--- src/rtl/uart_tx_driver.sv ---
// Byte-level UART transmitter (8N1/8N2) fed by the UART data control stage.
// Serialises indata on txd, pulses driverFree once per byte, then holds off for GAP_CYCLES.
module uart_tx_driver #(
  parameter int unsigned CLK_FREQ   = 50_000_000,
  parameter int unsigned BAUD       = 115200,
  parameter int unsigned STOP_BITS  = 1,
  parameter int unsigned GAP_CYCLES = 2
) (
  input  logic       sysClk,
  input  logic       rst,
  input  logic       driverFlag,
  input  logic [7:0] indata,
  output logic       txd,
  output logic       driverFree,
  output logic       txBusy
);

  localparam int unsigned BIT_DIV = (CLK_FREQ + BAUD / 2) / BAUD;
  localparam int unsigned CW      = (BIT_DIV > 1) ? $clog2(BIT_DIV) : 1;
  localparam int unsigned GW      = (GAP_CYCLES > 1) ? $clog2(GAP_CYCLES) : 1;

  localparam logic [CW-1:0] DIV_LAST  = CW'(BIT_DIV - 1);
  localparam logic [GW-1:0] GAP_LAST  = GW'(GAP_CYCLES - 1);
  localparam logic [2:0]    STOP_LAST = 3'(STOP_BITS - 1);

  typedef enum logic [2:0] {
    IDLE,
    START,
    DATA,
    STOP,
    DONE,
    GAP
  } state_t;

  state_t        state;
  logic [CW-1:0] baud_cnt;
  logic [2:0]    bit_idx;
  logic [GW-1:0] gap_cnt;
  logic [7:0]    shreg;
  logic          bit_end;

  assign bit_end = (baud_cnt == DIV_LAST);

  always_ff @(posedge sysClk or posedge rst) begin
    if (rst) begin
      state      <= IDLE;
      txd        <= 1'b1;
      driverFree <= 1'b0;
      txBusy     <= 1'b0;
      baud_cnt   <= '0;
      bit_idx    <= '0;
      gap_cnt    <= '0;
      shreg      <= '0;
    end else begin
      driverFree <= 1'b0;
      case (state)
        IDLE: begin
          txd <= 1'b1;
          if (driverFlag) begin
            shreg    <= indata;
            state    <= START;
            txd      <= 1'b0;
            txBusy   <= 1'b1;
            baud_cnt <= '0;
            bit_idx  <= '0;
          end
        end

        START: begin
          if (bit_end) begin
            baud_cnt <= '0;
            bit_idx  <= '0;
            state    <= DATA;
            txd      <= shreg[0];
          end else begin
            baud_cnt <= baud_cnt + 1'b1;
          end
        end

        DATA: begin
          if (bit_end) begin
            baud_cnt <= '0;
            if (bit_idx == 3'd7) begin
              bit_idx <= '0;
              state   <= STOP;
              txd     <= 1'b1;
            end else begin
              bit_idx <= bit_idx + 3'd1;
              txd     <= shreg[bit_idx + 3'd1];
            end
          end else begin
            baud_cnt <= baud_cnt + 1'b1;
          end
        end

        // bit_idx is reused here to count stop bits
        STOP: begin
          txd <= 1'b1;
          if (bit_end) begin
            baud_cnt <= '0;
            if (bit_idx == STOP_LAST) begin
              bit_idx    <= '0;
              state      <= DONE;
              driverFree <= 1'b1;
            end else begin
              bit_idx <= bit_idx + 3'd1;
            end
          end else begin
            baud_cnt <= baud_cnt + 1'b1;
          end
        end

        DONE: begin
          txd     <= 1'b1;
          gap_cnt <= '0;
          state   <= GAP;
        end

        GAP: begin
          txd <= 1'b1;
          if (gap_cnt == GAP_LAST) begin
            gap_cnt <= '0;
            state   <= IDLE;
            txBusy  <= 1'b0;
          end else begin
            gap_cnt <= gap_cnt + 1'b1;
          end
        end

        default: begin
          state  <= IDLE;
          txd    <= 1'b1;
          txBusy <= 1'b0;
        end
      endcase
    end
  end

endmodule

--- config.mk ---
export PLATFORM = sky130hd
export DESIGN_NAME = uart_tx_driver
export DESIGN_NICKNAME = d
export VERILOG_FILES = /design/src/rtl/uart_tx_driver.sv
export SDC_FILE = /design/constraint.sdc
export NUM_CORES = 1
export LEC_CHECK = 0
export CAP_MARGIN = 20
export CORE_MARGIN = 2
export CORE_UTILIZATION = 30
export DETAILED_ROUTE_END_ITERATION = 16
export PLACE_DENSITY = 0.47
export SKIP_CTS_REPAIR_TIMING = 1
export SLEW_MARGIN = 20
export SYNTH_ARGS = -nofsm -noshare
export SYNTH_HDL_FRONTEND = slang
export SYNTH_SLANG_ARGS = --single-unit
export TNS_END_PERCENT = 100
--- constraint.sdc ---
create_clock -name sysClk -period 1.8 [get_ports sysClk]
set_input_delay 0.27 -clock sysClk [delete_from_list [all_inputs] [get_ports sysClk]]
set_output_delay 0.27 -clock sysClk [all_outputs]
set_load 0.01 [all_outputs]
==> flow_results.org <==
** Clock tree
- Clock slew at the register clock pins of the worst setup and hold paths :: 0.10 ns
- Cell at the root of the clock tree :: sky130_fd_sc_hd__clkbuf_8
- TritonCTS built the clock tree.
- Number of clock sinks seen by CTS :: 27
- H-tree levels :: 1
- The later pin in the worst-skew pair is clocked with a latency of 0.28 ns.
- Counting along the longest clock path gives a buffer depth of 2.
- Number of buffers created by CTS :: 3

** Floorplan
- The floorplan has 25 rows.
- Die footprint :: 0.005529 mm2
- Initial Util :: 31.24%
- The floorplan step set the die height to 74.36 um.
- The die is 74.36 um wide.
- The total area inside the core boundary comes to 0.004755 mm2.
- I/O pins :: 14

** Worst setup path
- Measured in cells, the most critical reg-to-reg path has a length of 6.
- Master of the slowest instance on the critical path :: sky130_fd_sc_hd__mux4_2
- STA puts the critical path data required time at 2.02 ns.
- Across all register-to-register paths, the minimum setup slack is 0.06 ns.
- CP max stage delay :: 0.51 ns
- Path length in cells of the critical path :: 6
- Data arrival time at the worst-slack endpoint :: 1.96 ns
- The startpoint identified for the worst register-to-register timing path is bit_idx[0].
- Tracing the worst setup path back leads to its startpoint at bit_idx[0].
- The worst register-to-register path ends at txd.
- Bufs and invs on worst path :: 1
- Along the worst path, the maximum fanout reaches 3.
- Worst Setup Start Kind :: flop
- CP cell instances :: inv_2 > ha_4 > mux4_2 > a22oi_2 > a211oi_1 > o32a_1
- Crit path capture type :: flop
- Worst setup path category :: reg2reg
- Critical path capture point :: txd
- Broken down by cell family, the worst path's largest delay share belongs to multiplexers.

** STA
- Setup violation total in the final timing report :: 0
- Final hold violation count :: 0
- Post-layout minimum cycle time :: 1.742 ns
- The worst pin sits at a relative slew slack of 75.89%.
- Post-route worst setup slack :: 0.05766 ns
- Transition time of the tightest slew-check pin :: 0.3617 ns
- The count of pins over their slew limit was 0.
- For the final database, setup skew stands at 0.006799 ns.
- Highest attainable clock frequency :: 0.5739 GHz
- The worst path uses 96.80% of the clock period.

** Synth
- Share of synthesized area occupied by flip-flops and latches :: 45.58%
- After synthesis the cells add up to 0.001485 mm2.
- Yosys warnings :: 0
- Cell count after synthesis :: 142
- Number of synthesized register bits :: 27
- Mean cell area of the mapped netlist :: 10.46 um2
- When the netlist entered floorplanning its net count stood at 158.
- Library cells used by synthesis :: 51

** Drt
- Wirelength per Cell :: 14.05 um
- After detailed routing, the number of remaining DRC violations is 0.
- Count of vias placed by the detailed router :: 1221
- Iteration-0 DRC count of the detailed router :: 92
- Total Wirelength :: 3371 um
- DR pass1 iterations :: 4
- Per-cell via count in the routed design :: 5.088
- Count of nets left with antenna violations after detail routing :: 0

** GRT
- First-pass GRT wire length :: 5796 um
- The initial antenna violation count came to 0.
- GRT overflow :: 0
- The via count of the first global-routing pass is 1222.
- In the global route stage, overall resource usage came out at 13.72%.
- Maximum number of pins on one net before global-route repair :: 28

** Final layout
- Cell area after layout :: 0.001934 mm2
- Number of nets in the final layout :: 190
- Number of standard cells in the final layout excluding fillers :: 240
- Fill cells in the final layout number 470.
- The number of antenna diodes in the final layout is 0.
- Cells with a size suffix above 1 make up 24.86% of the layout.
- Post-route core utilization :: 40.68%
- From synthesis to final layout, the design area changed by 30.24%.

** Placed design
- The HPWL after detailed placement is 2513 um.
- Cell count after placement :: 236
- Summing all placed instances gives a cell area of 0.001828 mm2.
- The congestion estimate from routability-driven global placement came to 0.8277.
- Buffers on Ports :: 13
- Timing analysis after detailed placement gives a worst setup slack of 0.01122 ns.

** Pwr
- Power consumption :: 0.002583 W
- Power density over cell area :: 1335 mW/mm2
- Leakage power total :: 0.8064 nW
- VDD IR-drop max :: 523.8 uV

** Run status
- Outcome :: finished, final reports clean

** Hold path
- In this run the worst hold path is classified as in2async.

** Job
- Number of max-cap violations :: 0
-- flip-flops by register name (all words and copies together) (netlist names) --
name        cells
baud_cnt        9
bit_idx         3
driverFree      1
gap_cnt         1
shreg           8
state           3
txBusy          1
txd             1
-- cell usage in the layout, fill, tap and decap left out, drive strengths merged, types with 2 or more instances in the layout --
cell type and instances:
nor2 9, dfrtp 26, clkbuf 3, mux2 10, nand3 5, and4 2
or3 2, a22o 2, nor2b 3, a22oi 2, clkdlybuf4s50 13, nor4 3
a31oi 2, and3 2, inv 7, buf 19, xor2 2, o21ai 9
a211oi 2, nand2 9, ha 5, nor4b 2, xnor2 2, nor3 4
nand4 3, a21oi 8
-- power breakdown --
part           leakage [nW]  internal, W  switching (W)
clock network        0.0217     0.000158       0.000207
logic                 0.447     0.000629       0.000502
registers             0.337     0.000857       0.000231
total                 0.806      0.00164       0.000940
-- per-stage QoR --
stage	hold slack [ns]	setup TNS, ns
global placement	0.4661	0
detailed placement	0.4745	0
finish	0.3407	0
CTS	0.3401	0
global route	0.3814	-0.001372
floorplan	0.3220	0
-- cells in the mapped netlist, drive strengths merged --
cell type,instances,area [um2]
a41o,1,10.01
mux4,1,22.52
a22oi,2,15.01
o31ai,1,7.510
inv,7,26.27
nor2b,3,18.77
a21oi,8,43.79
nand4,3,18.77
nand3,5,25.02
o21bai,1,7.510
or4b,1,10.01
clkbuf,1,3.750
o21ai,9,45.04
a211oi,2,20.02
nor3,4,25.02
o41ai,1,8.760
ha,5,62.56
and4,2,20.02
or2,1,8.760
nor2,9,41.29
nand2,9,33.78
mux2,10,112.6
nor4,3,18.77
nand3b,1,7.510
a211o,1,8.760
or4,1,11.26
buf,4,22.52
xor2,2,17.52
dfrtp,26,650.6
or3,2,12.51
o2bb2ai,1,8.760
nand2b,1,6.260
o22ai,1,6.260
a22o,2,17.52
dfstp,1,26.28
xnor2,2,17.52
and3,2,12.51
nor4b,2,23.77
o211ai,1,7.510
a31oi,2,12.51
o32a,1,10.01
-- worst min-delay path by stage --
stage | startpoint | end | slack, ns | cells after the start
after floorplan | rst | baud_cnt[0] | 0.32 | 1
after global placement | shreg[6] | shreg[6] | 0.47 | 1
after detailed placement | shreg[4] | shreg[4] | 0.47 | 1
after CTS | rst | shreg[5] | 0.34 | 3
after global routing | rst | bit_idx[0] | 0.38 | 3
final | rst | shreg[5] | 0.34 | 3
-- per-layer routing --
| layer | vias up | GRT usage, % | share of wire (%) |
|---|---|---|---|
| li1 | 588 | - | - |
| met1 | 601 | 18.74 | 49 |
| met2 | 25 | 20.75 | 45 |
| met3 | 7 | 2.575 | 3.6 |
| met4 | 0 | 6.944 | 2.4 |
| met5 | - | 0 | 0 |
-- final cells by class --
cell class,count,area [um2],area share (%)
Clock inverter,1,7.507,0.3881
Inverter,7,26.28,1.358
Tap cell,67,83.83,4.334
Multi-Input combinational cell,103,809.5,41.85
Clock buffer,3,41.29,2.135
Sequential cell,27,676.9,34.99
Timing Repair Buffer,32,289.0,14.94
-- cell families after synthesis --
| group | Yosys count | share of synthesized area, % |
|---|---|---|
| fa+ha+maj | 5 | 4.212 |
| buf+inv | 12 | 3.538 |
| simple gates | 49 | 19.80 |
| mux | 11 | 9.099 |
| compound gates | 34 | 15.42 |
| xor+xnor | 4 | 2.359 |
| flops | 27 | 45.58 |
-- worst reg2reg max path: cells and delay by family (launching register included) --
family	cells	cell delay [ns]
compound gates	3	0.44
fa+ha+maj	1	0.27
buf+inv	1	0.07
flops	1	0.39
mux	1	0.51
(Power assumes the default switching activity.)
